File: src/rtl/load_store_unit_pkg.sv
// Shared definitions for the load/store unit: RISC-V funct3 size/sign encodings, FSM state
// encoding, lane count and the legality check used at request acceptance.
package load_store_unit_pkg;

  localparam int unsigned DataWidth = 32;
  localparam int unsigned NumLanes  = DataWidth / 8;

  // Load funct3 encodings
  localparam logic [2:0] F3Lb  = 3'b000;
  localparam logic [2:0] F3Lh  = 3'b001;
  localparam logic [2:0] F3Lw  = 3'b010;
  localparam logic [2:0] F3Lbu = 3'b100;
  localparam logic [2:0] F3Lhu = 3'b101;

  // Store funct3 encodings
  localparam logic [2:0] F3Sb = 3'b000;
  localparam logic [2:0] F3Sh = 3'b001;
  localparam logic [2:0] F3Sw = 3'b010;

  typedef enum logic [1:0] {
    StIdle = 2'd0,
    StReq  = 2'd1,
    StWait = 2'd2,
    StResp = 2'd3
  } lsu_state_e;

  // True when the funct3 encoding exists for this op type and the byte offset is naturally
  // aligned for the access size.
  function automatic logic access_legal(input logic       is_store,
                                        input logic [2:0] funct3,
                                        input logic [1:0] offset);
    logic ok;
    ok = 1'b0;
    if (is_store) begin
      case (funct3)
        F3Sb:    ok = 1'b1;
        F3Sh:    ok = ~offset[0];
        F3Sw:    ok = (offset == 2'b00);
        default: ok = 1'b0;
      endcase
    end else begin
      case (funct3)
        F3Lb, F3Lbu: ok = 1'b1;
        F3Lh, F3Lhu: ok = ~offset[0];
        F3Lw:        ok = (offset == 2'b00);
        default:     ok = 1'b0;
      endcase
    end
    return ok;
  endfunction

endpackage

File: src/rtl/lsu_load_extract.sv
// Combinational load-data alignment: selects the byte/halfword lane addressed by offset from a
// read word and sign- or zero-extends it according to funct3.
//   rdata  - word returned by memory
//   offset - addr[1:0] of the access
//   funct3 - load size/sign encoding
//   result - extended load value
module lsu_load_extract
  import load_store_unit_pkg::*;
#(
  parameter int unsigned WIDTH = 32
) (
  input  logic [WIDTH-1:0] rdata,
  input  logic [1:0]       offset,
  input  logic [2:0]       funct3,
  output logic [WIDTH-1:0] result
);

  logic [7:0]  lane_byte;
  logic [15:0] lane_half;

  always_comb begin
    lane_byte = rdata[7:0];
    case (offset)
      2'd0:    lane_byte = rdata[7:0];
      2'd1:    lane_byte = rdata[15:8];
      2'd2:    lane_byte = rdata[23:16];
      default: lane_byte = rdata[31:24];
    endcase
    // Halfword accesses are aligned, so only offset[1] picks the lane
    lane_half = offset[1] ? rdata[31:16] : rdata[15:0];
  end

  always_comb begin
    result = rdata;
    case (funct3)
      F3Lb:    result = {{(WIDTH-8){lane_byte[7]}}, lane_byte};
      F3Lbu:   result = {{(WIDTH-8){1'b0}}, lane_byte};
      F3Lh:    result = {{(WIDTH-16){lane_half[15]}}, lane_half};
      F3Lhu:   result = {{(WIDTH-16){1'b0}}, lane_half};
      default: result = rdata;
    endcase
  end

endmodule

File: src/rtl/load_store_unit.sv
// MEM-stage load/store unit. Accepts an EX-stage load/store, issues one data-memory transaction,
// and returns aligned, extended load data (the writeback data_read operand) with a one-cycle
// rsp_valid pulse. Illegal or misaligned accesses complete without touching memory.
//   clk, rst_n                       - clock, asynchronous active-low reset
//   req_valid/req_ready              - request handshake from EX
//   mem_read, mem_write, funct3      - op type and access size/sign
//   addr, store_data                 - byte address and rs2 value
//   rsp_valid, load_data, access_err - completion pulse, load result, error flag
//   stall                            - hold upstream while busy
//   dmem_*                           - data-memory request/response interface
module load_store_unit
  import load_store_unit_pkg::*;
#(
  parameter int unsigned WIDTH = 32
) (
  input  logic                clk,
  input  logic                rst_n,
  input  logic                req_valid,
  output logic                req_ready,
  input  logic                mem_read,
  input  logic                mem_write,
  input  logic [2:0]          funct3,
  input  logic [WIDTH-1:0]    addr,
  input  logic [WIDTH-1:0]    store_data,
  output logic                rsp_valid,
  output logic [WIDTH-1:0]    load_data,
  output logic                access_err,
  output logic                stall,
  output logic                dmem_req_valid,
  input  logic                dmem_req_ready,
  output logic                dmem_we,
  output logic [WIDTH-1:0]    dmem_addr,
  output logic [WIDTH-1:0]    dmem_wdata,
  output logic [NumLanes-1:0] dmem_wstrb,
  input  logic                dmem_rsp_valid,
  input  logic [WIDTH-1:0]    dmem_rdata
);

  lsu_state_e state_q, state_d;

  logic [2:0]       funct3_q;
  logic [WIDTH-1:0] addr_q;
  logic [WIDTH-1:0] store_data_q;
  logic [WIDTH-1:0] load_data_q;
  logic             is_store_q;
  logic             err_q;

  logic                req_accept;
  logic                req_legal;
  logic [WIDTH-1:0]    extract_result;
  logic [WIDTH-1:0]    store_wdata;
  logic [NumLanes-1:0] store_wstrb;

  assign req_accept = (state_q == StIdle) && req_valid && (mem_read || mem_write);
  assign req_legal  = access_legal(mem_write, funct3, addr[1:0]);

  lsu_load_extract #(
    .WIDTH (WIDTH)
  ) u_load_extract (
    .rdata  (dmem_rdata),
    .offset (addr_q[1:0]),
    .funct3 (funct3_q),
    .result (extract_result)
  );

  // State register
  always_ff @(posedge clk or negedge rst_n) begin
    if (!rst_n) begin
      state_q <= StIdle;
    end else begin
      state_q <= state_d;
    end
  end

  // Next-state logic
  always_comb begin
    state_d = state_q;
    unique case (state_q)
      StIdle: begin
        if (req_accept) begin
          state_d = req_legal ? StReq : StResp;
        end
      end
      StReq: begin
        if (dmem_req_ready) begin
          state_d = is_store_q ? StResp : StWait;
        end
      end
      StWait: begin
        if (dmem_rsp_valid) begin
          state_d = StResp;
        end
      end
      StResp:  state_d = StIdle;
      default: state_d = StIdle;
    endcase
  end

  // Request capture and load result register
  always_ff @(posedge clk or negedge rst_n) begin
    if (!rst_n) begin
      funct3_q     <= '0;
      addr_q       <= '0;
      store_data_q <= '0;
      is_store_q   <= 1'b0;
      err_q        <= 1'b0;
      load_data_q  <= '0;
    end else begin
      if (req_accept) begin
        funct3_q     <= funct3;
        addr_q       <= addr;
        store_data_q <= store_data;
        is_store_q   <= mem_write;
        err_q        <= ~req_legal;
      end
      // Store and error responses present zero load data
      if (req_accept && !req_legal) begin
        load_data_q <= '0;
      end else if ((state_q == StReq) && dmem_req_ready && is_store_q) begin
        load_data_q <= '0;
      end else if ((state_q == StWait) && dmem_rsp_valid) begin
        load_data_q <= extract_result;
      end
    end
  end

  // Store lane steering: narrow data is replicated so every enabled lane carries it
  always_comb begin
    store_wstrb = 4'b1111;
    store_wdata = store_data_q;
    case (funct3_q[1:0])
      2'b00: begin
        store_wstrb = 4'b0001 << addr_q[1:0];
        store_wdata = {4{store_data_q[7:0]}};
      end
      2'b01: begin
        store_wstrb = 4'b0011 << addr_q[1:0];
        store_wdata = {2{store_data_q[15:0]}};
      end
      default: begin
        store_wstrb = 4'b1111;
        store_wdata = store_data_q;
      end
    endcase
  end

  // Outputs
  always_comb begin
    req_ready      = (state_q == StIdle);
    stall          = (state_q != StIdle) || (req_valid && (mem_read || mem_write));
    rsp_valid      = (state_q == StResp);
    access_err     = (state_q == StResp) && err_q;
    load_data      = load_data_q;
    dmem_req_valid = (state_q == StReq);
    dmem_we        = 1'b0;
    dmem_addr      = '0;
    dmem_wdata     = '0;
    dmem_wstrb     = '0;
    if (state_q == StReq) begin
      dmem_we   = is_store_q;
      dmem_addr = {addr_q[WIDTH-1:2], 2'b00};
      if (is_store_q) begin
        dmem_wdata = store_wdata;
        dmem_wstrb = store_wstrb;
      end
    end
  end

endmodule

File: config.mk
export PLATFORM = sky130hd
export DESIGN_NAME = load_store_unit
export DESIGN_NICKNAME = d
export VERILOG_FILES = /design/src/rtl/load_store_unit_pkg.sv /design/src/rtl/lsu_load_extract.sv /design/src/rtl/load_store_unit.sv
export SDC_FILE = /design/constraint.sdc
export NUM_CORES = 1
export LEC_CHECK = 0
export CORE_MARGIN = 1
export CORE_UTILIZATION = 45
export CTS_CLUSTER_DIAMETER = 150
export CTS_CLUSTER_SIZE = 40
export DETAILED_ROUTE_END_ITERATION = 7
export PLACE_DENSITY = 0.84
export SLEW_MARGIN = 15
export SYNTH_ARGS = -nofsm -noshare
export SYNTH_HDL_FRONTEND = slang
export SYNTH_SLANG_ARGS = --single-unit
File: constraint.sdc
create_clock -name clk -period 5.9 [get_ports clk]
set_clock_uncertainty 0.05 [all_clocks]
set_input_delay 1.18 -clock clk [delete_from_list [all_inputs] [get_ports clk]]
set_output_delay 1.18 -clock clk [all_outputs]
set_load 0.005 [all_outputs]
-- Word-level counts from Yosys, hierarchy flattened
Cells that the tools add are included.
- RAM bits: 0
- output and inout bits: 106
- register bits after elaboration: 103
- logic and storage cells: 72
- bits of input ports: 106
- memories: 0
- latch bits: 0
- bits in read-only memories: 0
- $lt $le $gt $ge: 0
- equal/unequal tests: 16
- $add $sub $neg: 0
- multipliers: 0
- muxes and demuxes: 23
- shift operators: 2
- div/mod/pow operators: 0
- bitwise operators: 2
- reduce and logical (&&, ||, !) cells: 22
- operators with widths (operator ; number):
    $mux 32 ; 6
    $pmux 32 s4 ; 1
    $pmux 32 s2 ; 1
    $pmux 8 s3 ; 1
    $mux 16 ; 1
    $eq 3x3->1 const B ; 4
    $logic_and 1x1->1 ; 8
    $logic_not 2->1 ; 4
    $mux 2 ; 4
    $mux 4 ; 2
    $pmux 2 s4 ; 1
    $pmux 4 s2 ; 1
    $eq 2x1->1 const B ; 3
    $eq 2x2->1 const B ; 3
    $eq 3x1->1 const B ; 2
    $logic_not 3->1 ; 2
    $pmux 1 s3 ; 2
    $ne 2x1->1 const B ; 2
    $reduce_or 2->1 ; 2
    $shl 1x2->4 const A ; 1
    $shl 2x2->4 const A ; 1
    $eq 3x2->1 const B ; 1
    $mux 1 ; 3
    $reduce_and 3->1 ; 1
    6 further kinds ; 8

-- Logic depth before layout (Yosys ltp)
Gate-level depths: netlist (run 1).
- word-level depth: 7
- gate-level depth with buffers: 10
- gate-level depth less buffers: 7

-- Cells and area by module
Synthesis (run 1) repeated with hierarchy kept, for this count alone.
- cells, all modules: 586
- area total of the unflattened synthesis: 5805.6 µm²
- modules (own cells, without submodules) (module ; times used ; area each (µm²) ; cells an instance):
    load_store_unit ; 1 ; 4835.9 ; 453
    lsu_load_extract ; 1 ; 969.7 ; 133

-- Least setup slack after synthesis (run 1)
Ideal clock, no wire load.
- path kind: input -> output
- start: input mem_write
- end: output stall
- stages: 2
- slack: 3.182 ns
- arrival time: 1.488 ns
- cells stage by stage: o21ai_0 nand2_1
- longest elaborated chain between the ends: 3
- ends and longest elaborated chain (item ; line ; text):
    from (decl) ; load_store_unit.sv:21 ; input logic mem_write,
    $logic_or 1x1->1 ; load_store_unit.sv:150 ; stall = (state_q != StIdle) || (req_valid && (mem_read || mem_write));
    $logic_and 1x1->1 ; load_store_unit.sv:150 ;
    $logic_or 1x1->1 ; load_store_unit.sv:150 ;
    to (decl) ; load_store_unit.sv:28 ; output logic stall,
Every way passes these cells.

-- Final worst setup path (run 1)
- start: register state_q[1]
- end: output dmem_wstrb[3]
- longest elaborated chain between the ends: 2
- ends and longest elaborated chain (item ; line ; text):
    from (decl) ; load_store_unit.sv:39 ; lsu_state_e state_q, state_d;
    from (signal assigned) ; load_store_unit.sv:69 ; state_q <= StIdle;
    from (signal assigned) ; load_store_unit.sv:71 ; state_q <= state_d;
    $eq 2x1->1 ; load_store_unit.sv:159 ; if (state_q == StReq) begin
    $mux 4 ; load_store_unit.sv:159 ;
    to (decl) ; load_store_unit.sv:34 ; output logic [NumLanes-1:0] dmem_wstrb,
Every way passes these cells.

==> metrics.md, run 1 <==
| Metric | Value |
|---|---|
| Outcome | `finished, violations left` |
| Violations in the final reports | `DRC` |
| Pre-Repair DR Iteration Count | `7` |
| Hold Path Class | `register to register` |
| Worst slew margin | `21.9%` |
| # rows | `39` |
| Period minus WS final | `3940 ps` |
| # nets final | `790` |
| H-Tree Depth | `3` |
| Post-route cell area | `7770 sq um` |
| Leak pwr | `3.21 nW` |
| FF-to-FF path depth | `7` |
| Hold WS | `452 ps` |
| CTS tree | `done` |
| Drt via density | `5.59` |
| WS Path Type | `register to output pin` |
| Slew at the pin closest to its max-slew limit | `1160 ps` |
| Via Count | `4,632` |
| Postcts setup bufs | `0` |
| Placed inst area | `7460 sq um` |
| Die Y | `111 um` |
| Fin crit share | `66.8%` |
| I/O pin cnt | `212` |
| Mapped Area | `5350 sq um` |
| Yosys cell types | `38` |
| Power per Cell Area | `482 nW/um^2` |
| Antenna-violating nets left | `0` |
| Crit. End Element | `output pin` |
| Core ar. | `11,500 sq um` |
| Starting Density | `46.5%` |
| Number of I/O port buffers | `209` |
| DIE AREA | `12,300 sq um` |
| Setup crit start kind | `register` |
| Antenna diode count | `0` |
| F_max | `254 MHz` |
| Yosys top cell by area | `dfrtp_1` |
| # resized after CTS | `0` |
| RSZ-0062 raised after global routing | `no` |
| Post-DR wirelength/cell | `19.0 um` |
| Yosys synthesis warning count | `0` |
| Final wirelength | `15,700 um` |
| Area delta synth->final | `45.2%` |
| Initial DRC count | `226` |
| CTS root buf | `clkbuf_16` |
| Antenna violations before repair | `0` |
| Critical Path RT | `4670 ps` |
| Average cell area after synthesis | `10.8 sq um` |
| Largest net degree at the start of global routing | `71` |
| Final core occ | `67.5%` |
| First-pass GRT wire length | `25,200 um` |
| Final Hold Fails | `0` |
| Aggregate global-route resource usage | `26.2%` |
| CTS Buffer Depth | `2` |
| DP HPWL | `11,300 um` |
| # DRC | `28` |
| Critical path fanouts, max | `30` |
| Placer Congestion | `0.855` |
| Clk slew on worst S/H paths | `70 ps` |
| CTS Buf Count | `9` |
| Clk_lat worst skew | `350 ps` |
| Top cells by area, synth | `dfrtp_1, mux2_2, mux2i_1` |
| Sink Count | `103` |
| Grt ovf | `0` |
| Finish-stage setup viols | `0` |
| Max-slew violations | `0` |
| Yosys top cell area share | `48.2%` |
| Yosys reg bits | `103` |
| Setup TNS Final | `0 ps` |
| Max Cap Viol | `0` |
| Vias in the first global route | `4,753` |
| Worst Hold Depth | `1` |
| Maximum VDD drop | `0.218 mV` |
| Hold-fix buffers, CTS | `0` |
| Die W | `111 um` |
| Critical path arrival | `2710 ps` |
| Seq/Total Area, Yosys | `48.2%` |
| Mapped Cells | `495` |
| Layout cells sized above 1 | `14.3%` |
area by class of cell:
cell class,count,area (sq um)
clock buffer,11,243
clock inverter,5,65.1
fill,853,3750
inverter,11,41.3
multi-input combinational,342,2540
sequential,103,2580
tap,143,179
timing repair buffer,213,2120
through the flow:
stage                     total power, mW  instances  setup WS (ps)
final                                3.74        828           1960
after global routing                 3.99        828           1760
after CTS                            3.76        828           1890
after detailed placement             3.13        812           1520
after global placement               3.05        812           1630
after floorplan                      2.33        496           3180
worst max-delay path, cell delays in order, from the launching register on:
cell	delay, ps
dfrtp_1	420
inv_1	110
ha_1	180
nand2_1	600
a21oi_1	470
clkdlybuf4s50_1	570
layer usage:
layer | part of all wire (%) | track usage [%] | vias to the layer above
met2 | 51 | 44.9 | 200
met1 | 40 | 31.7 | 2293
met3 | 8.4 | 7.55 | 17
li1 | - | - | 2122
met4 | 1.4 | 8.38 | 0
met5 | 0 | 0 | -
path summary, 6_finish.rpt:
path	from	end	slack [ps]
max	state_q[1]	dmem_wstrb[3]	1960
min	load_data[11]	load_data[11]	450
max reg2reg	state_q[1]	load_data[22]	2510
min reg2reg	load_data[11]	load_data[11]	450
max in group asynchronous	rst_n	addr_q[8]	3800
min in group asynchronous	rst_n	load_data[2]	770
report_power, final:
| group | internal [mW] | total (mW) | switching, mW |
|---|---|---|---|
| combinational | 0.998 | 1.76 | 0.767 |
| sequential | 1.03 | 1.36 | 0.324 |
| clock | 0.346 | 0.618 | 0.273 |
cell families after synthesis:
logic type	count (synthesis)	share of synthesized area, %
AND/OR/NAND/NOR	143	13.9
flip-flops	103	48.2
AO/OA/AOI/OAI	98	12.7
multiplexers	95	19.6
buffers and inverters	51	4.56
adder cells (fa/ha/maj)	4	0.935
other	1	0.0701
placed cells by master (no fill, tap or decap), types with 2 or more instances in the layout:
cell             netlist  routed
a21o_1                 2       2
a21oi_1               38      38
a22oi_1                7       7
a32o_1                18      18
and2_1                32      32
and3_1                 9       9
buf_4                  5       5
clkbuf_16              0       9
clkdlybuf4s50_1        0     208
clkinv_4               0       2
conb_1                 1       2
dfrtp_1              103     102
ha_1                   4       4
inv_1                 11      11
inv_6                  0       2
mux2_2                70      70
mux2i_1               24      24
nand2_1               23      23
nand2b_1              17      17
nand3_1               10      10
nor2_1                39      39
o21ai_0               11      11
o2bb2ai_1              6       6
o31ai_1                9       9
or3_1                  7       7
cells in the mapped netlist:
library cell / count
dfrtp_1: 103
mux2_2: 70
nor2_1: 39
a21oi_1: 38
and2_1: 32
mux2i_1: 24
clkbuf_1: 23
nand2_1: 23
a32o_1: 18
nand2b_1: 17
inv_1: 11
o21ai_0: 11
nand3_1: 10
and3_1: 9
o31ai_1: 9
a22oi_1: 7
or3_1: 7
o2bb2ai_1: 6
buf_1: 5
buf_4: 5
buf_6: 4
ha_1: 4
buf_2: 3
a21o_1: 2
nor2b_1: 2
a221o_1: 1
a222oi_1: 1
a32oi_2: 1
a41oi_1: 1
conb_1: 1
mux4_2: 1
nand3_4: 1
nand4_1: 1
o211a_1: 1
o21a_1: 1
o21ai_1: 1
or2_2: 1
or4_4: 1
registers in the layout (all words and copies together), names as in the netlist:
register / flops
addr_q: 32
err_q: 1
funct3_q: 3
is_store_q: 1
load_data: 32
state_q: 2
store_data_q: 32
No activity file was read; power rests on OpenSTA's default activity.
==> run 2: changes to the inputs <==
CORE_UTILIZATION = 44   (was 45)
PLACE_DENSITY = 0.82   (was 0.84)
clock period = 4.1 ns   (was 5.9 ns; I/O delays follow)
==> run 2 against run 1 <==
The run still ends with DRC left. Critical path depth shrank 1. Sequential power grew 43%. Sequential cell count is the same. Core utilization shrank 0.49 points. Final area grew 0.11%. Combinational power grew 46%. Clock power grew 31%. Worst hold slack lost 33 ps. Largest cell class unchanged. Highest routed layer unchanged.
==> metrics.md, run 2 (synthesis gave the netlist of run 1 again) <==
| Metric | Value |
|---|---|
| DP HPWL | `11,200 um (was 11,300 um)` |
| Drt via density | `5.60 (was 5.59)` |
| Critical path arrival | `2440 ps (was 2710 ps)` |
| Gate power share | `48.4% (was 47.2%)` |
| Critical Path RT | `3230 ps (was 4670 ps)` |
| Hold-fix buffers, CTS | `0 (unchanged)` |
| Grt ovf | `0 (unchanged)` |
| F_max | `302 MHz` |
| Dpl ws | `913 ps (was 1520 ps)` |
| CTS root buf | `clkbuf_16 (unchanged)` |
| Placed inst area | `7500 sq um (was 7460 sq um)` |
| Share of power burned in registers | `36.4% (was 36.3%)` |
| Setup crit start kind | `register (unchanged)` |
| Clk_lat worst skew | `350 ps (about the same)` |
| Hold WS | `419 ps (was 452 ps)` |
| Largest net degree at the start of global routing | `83 (was 71)` |
| Clock Power Share | `15.3% (was 16.5%)` |
| Final setup margin | `789 ps (was 1960 ps)` |
| Placer Congestion | `0.919 (was 0.855)` |
| Worst slew margin | `30.9% (was 21.9%)` |
| Starting Density | `46.1% (was 46.5%)` |
| Initial DRC count | `283 (was 226)` |
| I/O pin cnt | `212 (unchanged)` |
| Commonest non-fill, non-tap cell in the layout | `clkdlybuf4s50_1 (unchanged)` |
| Layout Cells excl Fill | `833 (was 828)` |
| RSZ-0062 raised after global routing | `no (unchanged)` |
| Final wirelength | `15,500 um (was 15,700 um)` |
| Violations in the final reports | `DRC (unchanged)` |
| Area delta synth->final | `45.4% (was 45.2%)` |
| CTS Buffer Depth | `2 (unchanged)` |
| Power per Cell Area | `684 nW/um^2 (was 482 nW/um^2)` |
| Pre-Repair DR Iteration Count | `8 (was 7)` |
| Number of I/O port buffers | `209 (unchanged)` |
| Worst Hold Depth | `2 (was 1)` |
| CTS Buf Count | `9 (unchanged)` |
| Final Hold Fails | `0 (unchanged)` |
| Most frequent cells in the layout | `clkdlybuf4s50_1, dfrtp_1, mux2_2 (unchanged)` |
| Postcts setup bufs | `0 (unchanged)` |
| Via Count | `4,662 (was 4,632)` |
| Hold Crit Endpoint | `err_q (was load_data[11])` |
| # DRC | `15 (was 28)` |
| Die Y | `112 um (was 111 um)` |
| Hold Path Origin | `err_q (was load_data[11])` |
| Vias in the first global route | `4,882 (was 4,753)` |
| Sink Count | `103 (unchanged)` |
| Slew at the pin closest to its max-slew limit | `1040 ps (was 1160 ps)` |
| Antenna violations before repair | `0 (unchanged)` |
| Crit path top cell by count | `a21oi_1` |
| Max-slew violations | `0 (unchanged)` |
| Worst path slowest cell | `dfrtp_2 (was nand2_1)` |
| Antenna diode count | `0 (unchanged)` |
| CTS tree | `done (unchanged)` |
| Die W | `112 um (was 111 um)` |
| DIE AREA | `12,600 sq um (was 12,300 sq um)` |
| Crit. End Element | `output pin (unchanged)` |
| # resized after CTS | `0 (unchanged)` |
| Finish-stage setup viols | `0 (unchanged)` |
| Period minus WS final | `3310 ps` |
| H-Tree Depth | `3 (unchanged)` |
| Net Sw Power | `1.93 mW (was 1.36 mW)` |
| Worst path cell trace | `buf_4 > a21oi_1 > a21oi_1 > clkdlybuf4s50_1 (was inv_1 > ha_1 > nand2_1 > a21oi_1 > clkdlybuf4s50_1)` |
| Setup TNS Final | `0 ps (unchanged)` |
| Layout cells sized above 1 | `14.8% (was 14.3%)` |
| Max Cap Viol | `0 (unchanged)` |
| Net Sw Frac | `36.3% (was 36.4%)` |
| Int Pwr | `3.39 mW (was 2.38 mW)` |
| R2R Path Start | `funct3_q[0] (was state_q[1])` |
| FF-to-FF path depth | `5 (was 7)` |
| Crit-path max cell delay | `820 ps (was 600 ps)` |
| First-pass GRT wire length | `25,100 um (was 25,200 um)` |
| Post-route cell area | `7780 sq um (was 7770 sq um)` |
| R2r setup slk | `1600 ps (was 2510 ps)` |
| WS Path Type | `register to output pin (unchanged)` |
| # rows | `39 (unchanged)` |
| Antenna-violating nets left | `0 (unchanged)` |
| Outcome | `finished, violations left (unchanged)` |
| Fin crit share | `80.8%` |
| Maximum VDD drop | `0.323 mV (was 0.218 mV)` |
| Reg-to-Reg End | `load_data[1] (was load_data[22])` |
| Critical path fanouts, max | `44 (was 30)` |
| Post-Place Cells | `817 (was 812)` |
| # nets final | `795 (was 790)` |
| Aggregate global-route resource usage | `25.4% (was 26.2%)` |
| Core ar. | `11,600 sq um (was 11,500 sq um)` |
| Hold Path Class | `register to register (unchanged)` |
| Clk slew on worst S/H paths | `70 ps (about the same)` |
| Post-DR wirelength/cell | `18.6 um (was 19.0 um)` |
| Leak pwr | `3.22 nW (was 3.21 nW)` |
run 2: stage by stage:
stage,total power [mW],util [%]
after floorplan,3.35,-
after global placement,4.40,64.5
after detailed placement,4.52,64.5
after CTS,5.35,66.9
after global routing,5.70,67.0
final,5.32,67.0
run 2: cell type report:
cell class | count | area [sq um]
Fill cell | 903 | 3840
Sequential cell | 103 | 2580
Multi-Input combinational cell | 342 | 2540
Timing Repair Buffer | 218 | 2160
Clock buffer | 13 | 260
Tap cell | 143 | 179
Inverter | 11 | 41.3
Clock inverter | 3 | 17.5
run 2: how the worst max path moves through the flow:
stage                           start             to  depth (start not counted)
final                     funct3_q[1]  dmem_wstrb[2]                          4
after detailed placement      addr[0]  load_data[24]                          6
after global placement        addr[0]  load_data[16]                          6
after global routing      funct3_q[1]  dmem_wstrb[2]                          4
after CTS                 funct3_q[1]  dmem_wstrb[2]                          4
after floorplan               addr[1]  load_data[30]                          7
run 2: power by group through the flow:
stage	combinational, mW	sequential, mW	clock (mW)
after global routing	2.81	2.01	0.872
after global placement	2.49	1.92	0
final	2.57	1.94	0.812
after floorplan	1.62	1.73	0
after detailed placement	2.57	1.95	0
after CTS	2.59	1.93	0.826
run 2: layer usage:
| metal | part of all wire (%) | track usage, % | vias up | routed length (um) |
|---|---|---|---|---|
| met1 | 41 | 31.5 | 2297 | 6320 |
| met4 | 1.8 | 9.16 | 0 | 277 |
| met2 | 48 | 41.8 | 211 | 7430 |
| met3 | 9.4 | 8.05 | 19 | 1460 |
| met5 | 0 | 0 | - | 0 |
| li1 | - | - | 2135 | - |
run 2: worst max-delay path: cells and delay by family (launching register included):
| family | cells | cell delay (ps) |
|---|---|---|
| flops | 1 | 820 |
| buf+inv | 2 | 1040 |
| compound gates | 2 | 230 |
